`config.mk`:
```
export PLATFORM = sky130hd
export DESIGN_NAME = reg_file_wr_arbiter
export DESIGN_NICKNAME = d
export VERILOG_FILES = /design/src/rtl/mips_pkg.sv /design/src/rtl/rr_arbiter.sv /design/src/rtl/reg_file_wr_arbiter.sv
export SDC_FILE = /design/constraint.sdc
export NUM_CORES = 1
export LEC_CHECK = 0
export CORE_ASPECT_RATIO = 0.6
export CORE_MARGIN = 4
export CORE_UTILIZATION = 45
export DETAILED_ROUTE_END_ITERATION = 7
export PLACE_DENSITY = 0.95
export SETUP_SLACK_MARGIN = 0.15
export SLEW_MARGIN = 10
export SYNTH_ARGS = -nofsm -noshare
export SYNTH_HDL_FRONTEND = slang
export SYNTH_SLANG_ARGS = --single-unit
```
`constraint.sdc`:
```
create_clock -name clk -period 7.1 [get_ports clk]
set_input_delay 1.42 -clock clk [delete_from_list [all_inputs] [get_ports clk]]
set_output_delay 1.42 -clock clk [all_outputs]
set_load 0.1 [all_outputs]
```
`src/rtl/mips_pkg.sv`:
```
// Shared register-file definitions for the MIPS datapath: address/data widths,
// the hard-wired zero register and a one-hot register decoder.
package mips_pkg;

  localparam int unsigned REG_ADDR_W = 5;
  localparam int unsigned REG_DATA_W = 32;
  localparam int unsigned NUM_REGS   = 32;

  localparam logic [REG_ADDR_W-1:0] ZERO_REG = 5'd0;

  typedef logic [REG_ADDR_W-1:0] reg_addr_t;
  typedef logic [REG_DATA_W-1:0] reg_data_t;

  // One-hot decode of a register address, used for the pending-write mask.
  function automatic logic [NUM_REGS-1:0] reg_onehot(input reg_addr_t addr);
    return NUM_REGS'(1) << addr;
  endfunction

endpackage

```
`src/rtl/rr_arbiter.sv`:
```
// Combinational round-robin arbiter: picks the first asserted request at or
// after ptr (wrapping). The pointer register is owned by the instantiating block.
module rr_arbiter #(
  parameter int unsigned N     = 3,
  parameter int unsigned IDX_W = $clog2(N)
) (
  input  logic [N-1:0]     req,
  input  logic [IDX_W-1:0] ptr,
  output logic [N-1:0]     grant_c,
  output logic [IDX_W-1:0] winner_c,
  output logic             any_c
);

  int unsigned idx;

  always_comb begin
    grant_c  = '0;
    winner_c = '0;
    any_c    = 1'b0;
    idx      = 0;
    for (int unsigned off = 0; off < N; off++) begin
      idx = (32'(ptr) + off) % N;
      if (!any_c && req[IDX_W'(idx)]) begin
        any_c                  = 1'b1;
        grant_c[IDX_W'(idx)]   = 1'b1;
        winner_c               = IDX_W'(idx);
      end
    end
  end

endmodule

```
`src/rtl/reg_file_wr_arbiter.sv`:
```
// Round-robin arbiter sharing the register-file write port between N_REQ
// write-back sources, with a registered write stage and a pending-write mask.
module reg_file_wr_arbiter
  import mips_pkg::*;
#(
  parameter int unsigned N_REQ  = 3,
  parameter int unsigned ADDR_W = REG_ADDR_W,
  parameter int unsigned DATA_W = REG_DATA_W
) (
  input  logic                       clk,
  input  logic                       rst_n,
  input  logic [N_REQ-1:0]           req_valid,
  output logic [N_REQ-1:0]           req_ready,
  input  logic [N_REQ*ADDR_W-1:0]    req_addr,
  input  logic [N_REQ*DATA_W-1:0]    req_data,
  output logic                       wr_en,
  output logic [ADDR_W-1:0]          wr_addr,
  output logic [DATA_W-1:0]          wr_data,
  output logic [NUM_REGS-1:0]        pending_mask,
  output logic [$clog2(N_REQ)-1:0]   grant_idx
);

  localparam int unsigned IDX_W = $clog2(N_REQ);

  logic [ADDR_W-1:0] addr_arr [N_REQ];
  logic [DATA_W-1:0] data_arr [N_REQ];

  logic [N_REQ-1:0] grant_c;
  logic [IDX_W-1:0] winner_c;
  logic             any_c;

  logic [IDX_W-1:0]    rr_ptr_q,       rr_ptr_d;
  logic [IDX_W-1:0]    grant_idx_q,    grant_idx_d;
  logic                wr_en_q,        wr_en_d;
  logic [ADDR_W-1:0]   wr_addr_q,      wr_addr_d;
  logic [DATA_W-1:0]   wr_data_q,      wr_data_d;
  logic [NUM_REGS-1:0] pending_mask_q, pending_mask_d;

  logic [ADDR_W-1:0] win_addr;
  logic [DATA_W-1:0] win_data;
  logic              issue;

  for (genvar g = 0; g < N_REQ; g++) begin : g_unpack
    assign addr_arr[g] = req_addr[g*ADDR_W +: ADDR_W];
    assign data_arr[g] = req_data[g*DATA_W +: DATA_W];
  end

  rr_arbiter #(
    .N     (N_REQ),
    .IDX_W (IDX_W)
  ) u_rr_arbiter (
    .req      (req_valid),
    .ptr      (rr_ptr_q),
    .grant_c  (grant_c),
    .winner_c (winner_c),
    .any_c    (any_c)
  );

  // Grants are withheld while reset is asserted so no requester sees a transfer.
  assign req_ready = rst_n ? grant_c : '0;

  always_comb begin
    rr_ptr_d       = rr_ptr_q;
    grant_idx_d    = grant_idx_q;
    wr_en_d        = 1'b0;
    wr_addr_d      = wr_addr_q;
    wr_data_d      = wr_data_q;
    pending_mask_d = '0;

    win_addr = addr_arr[winner_c];
    win_data = data_arr[winner_c];
    // r0 writes are consumed (handshake completes) but never reach the file.
    issue    = any_c && (win_addr != ADDR_W'(ZERO_REG));

    if (any_c) begin
      rr_ptr_d    = (winner_c == IDX_W'(N_REQ - 1)) ? '0 : winner_c + IDX_W'(1);
      grant_idx_d = winner_c;
    end

    if (issue) begin
      wr_en_d        = 1'b1;
      wr_addr_d      = win_addr;
      wr_data_d      = win_data;
      pending_mask_d = reg_onehot(reg_addr_t'(win_addr));
    end
  end

  always_ff @(posedge clk or negedge rst_n) begin
    if (!rst_n) begin
      rr_ptr_q       <= '0;
      grant_idx_q    <= '0;
      wr_en_q        <= 1'b0;
      wr_addr_q      <= '0;
      wr_data_q      <= '0;
      pending_mask_q <= '0;
    end else begin
      rr_ptr_q       <= rr_ptr_d;
      grant_idx_q    <= grant_idx_d;
      wr_en_q        <= wr_en_d;
      wr_addr_q      <= wr_addr_d;
      wr_data_q      <= wr_data_d;
      pending_mask_q <= pending_mask_d;
    end
  end

  assign wr_en        = wr_en_q;
  assign wr_addr      = wr_addr_q;
  assign wr_data      = wr_data_q;
  assign pending_mask = pending_mask_q;
  assign grant_idx    = grant_idx_q;

endmodule

```
==> results.toml <==
[run_status]
status = "completed"

[synth]
ys.flop_type = "dfrtp_1"
synth_compound_area_share_pct = 13.8
synth_mux_area_share_pct = 22.6
synth-adder-area-share_pct = 1.21
synth_top_family_by_area = "multiplexers"
synth_simple_gate_area_share_pct = 13.1
synth_commonest_cells = "dfrtp_1, nand2_1, mux2i_1, o21ai_0, mux2_4"
synth_area_leader_cell = "dfrtp_1"
syn_area_per_cell_um2 = 10.6
syn-instance-count = 392
async_flop_share_pct = 100
yosysWarningCount = 0
syn_nets = 512
yosysMostFrequentCell = "dfrtp_1"
yosysSeqAreaShare_pct = 44.6
synth_cell_types = 54
synth_edf_count = 0
synthXorXnorAreaFrac_pct = 0
syn-cell-area_um2 = 4150
synth_top_area_share_pct = 44.6
synth-seq-cells = 74
synth.area.top_cells = "dfrtp_1, mux2_4, mux2i_1, o21ai_0, nand2_1"

[floorplanning]
start_util_pct = 47.4
die_y_um = 82.4
rows = 26
die_w_um = 132
ioPinCount = 191
die_area_um2 = 10900
placeableCoreArea_um2 = 8750

[routing]
wl_per_cell_um = 18.0
wl_um = 12400
ant_nets = 0
drt_iter0_drc = 262
drc_errors = 0
num_vias = 3793
via_per_inst = 5.51
firstDrtPassIters = 6

[timing]
layout_min_cycle_time_ns = 5.72
fin_ws_ns = 1.38
slew_headroom_pct = 31.8
fmax_mhz = 175
setup_viol = 0
tightest_slew_ns = 1.02
fin_crit_sh_pct = 80.6
finalHoldViolCount = 0
rsz0062_at_grt = "no"
slew_viol_final = 0
finClkSkew_ns = 0.00724
fin_tns_setup_ns = 0

[placed_design]
place_inst = 673
gp_congestion = 0.887
place_ws_ns = 1.44
dp_hpwl_um = 9500
io_buffers = 190

[critical_path]
crit_type = "in2out"
worstReg2RegStart = "rr_ptr_q[1]"
endpoint = "req_ready[1]"
arrival_ns = 4.30
crit_fanout = 13
rrSetupSlack_ns = 2.50
start_kind = "input pin"
worstReg2RegEnd = "wr_data[5]"
ff2ff_path_depth = 11
startpoint = "req_valid[1]"
worst_setup_path_end_kind = "primary output"
worst_ep_required_time_ns = 5.68

[worst_hold_path]
holdCritPathClass = "reg2reg"

[clocking]
htreeDepth = 3
cts_setup_buffers = 0
cts_buffers = 9
clock_path_buffers = 2
path_clk_slew_ns = 0.06
clock_sinks = 74
cts_tree = "built"
root_buffer = "clkbuf_16"
insertion_delay_ns = 0.33
cts.hold.buffers_added = 0
cts-resized-gates = 0

[run]
maxCapViolCount = 0

[cells_and_area]
antenna_cells = 0
syn_to_final_growth_pct = 54.1
drive_above_1_share_pct = 12.0
nets = 692
fin_cells = 689
final_core_util_pct = 73.1

[grt]
grt_antenna_before_repair = 0
grt_usage_pct = 22.0
grt_max_degree = 76
grt_pass1_vias = 3784
grt_overflow = 0
grt_pass1_wl_um = 19100
sequential cells by signal, summed over array words and instances, names as in the netlist:
register and flops:
wr_en 1, wr_data 32, grant_idx 2, rr_ptr_q 2, pending_mask 32, wr_addr 5
cell type report:
| cell class | instances | area [µm²] |
|---|---|---|
| fillers | 570 | 2360 |
| multi-input cells | 277 | 2130 |
| repair buffers | 193 | 1920 |
| flip-flops and latches | 74 | 1850 |
| clock buffers | 9 | 225 |
| well taps | 112 | 140 |
| inverters | 17 | 63.8 |
| clock inverters | 7 | 61.3 |
worst max-delay path, cell delays in order:
cell	delay, ns
clkdlybuf4s50_1	0.50
mux2i_1	0.32
o21a_1	0.51
nor2_1	0.16
nor3_1	0.20
clkdlybuf4s50_1	1.18
worst min path at each step:
stage	end	slack, ns	depth (start not counted)	startpoint
after floorplan	rr_ptr_q[0]	0.59	2	rr_ptr_q[0]
after global placement	grant_idx[1]	0.47	2	grant_idx[1]
after detailed placement	grant_idx[0]	0.48	1	grant_idx[0]
after CTS	grant_idx[0]	0.49	1	grant_idx[0]
after global routing	grant_idx[0]	0.52	1	grant_idx[0]
final	grant_idx[0]	0.49	1	grant_idx[0]
metrics by stage:
| step | cell area [µm²] | hold WS (ns) |
|---|---|---|
| 5_1_grt | 6390 | 0.521 |
| 6_report | 6390 | 0.487 |
| 3_5_place_dp | 6110 | 0.476 |
| 2_1_floorplan | 4150 | 0.586 |
| 3_3_place_gp | 6110 | 0.466 |
| 4_1_cts | 6390 | 0.490 |
layer usage:
metal  vias up  part of all wire [%]  global-route usage, %
li1       1756                     -                      -
met4         0                   1.7                   4.19
met5         -                     0                      0
met1      1788                    41                   27.1
met3        27                   8.6                   6.30
met2       222                    49                   39.7
placed cells by master (no fill, tap or decap), drive strengths merged, types with 3 or more instances in the layout:
cell type,instances
inv,20
a21oi,3
a21o,3
mux2,37
nand2,49
nand3b,3
clkdlybuf4s50,189
o21ai,37
nand3,3
o211ai,4
nor2,19
ha,4
buf,4
clkbuf,9
o22ai,5
mux2i,39
nor3,26
a31oi,4
nor2b,5
dfrtp,74
logic make-up (layout without fill, tap and decap cells):
| family | count (synthesis) | in the layout |
|---|---|---|
| AOI/OAI and AO/OA | 78 | 78 |
| DFF | 74 | 74 |
| and+or+nand+nor | 118 | 118 |
| buffers and inverters | 41 | 226 |
| other | 1 | 1 |
| adders and majority gates | 4 | 4 |
| muxes | 76 | 76 |
Power is left out: the tool's default activity adds up to more than one toggle a clock period on the data nets, which glitch-free logic cannot reach.
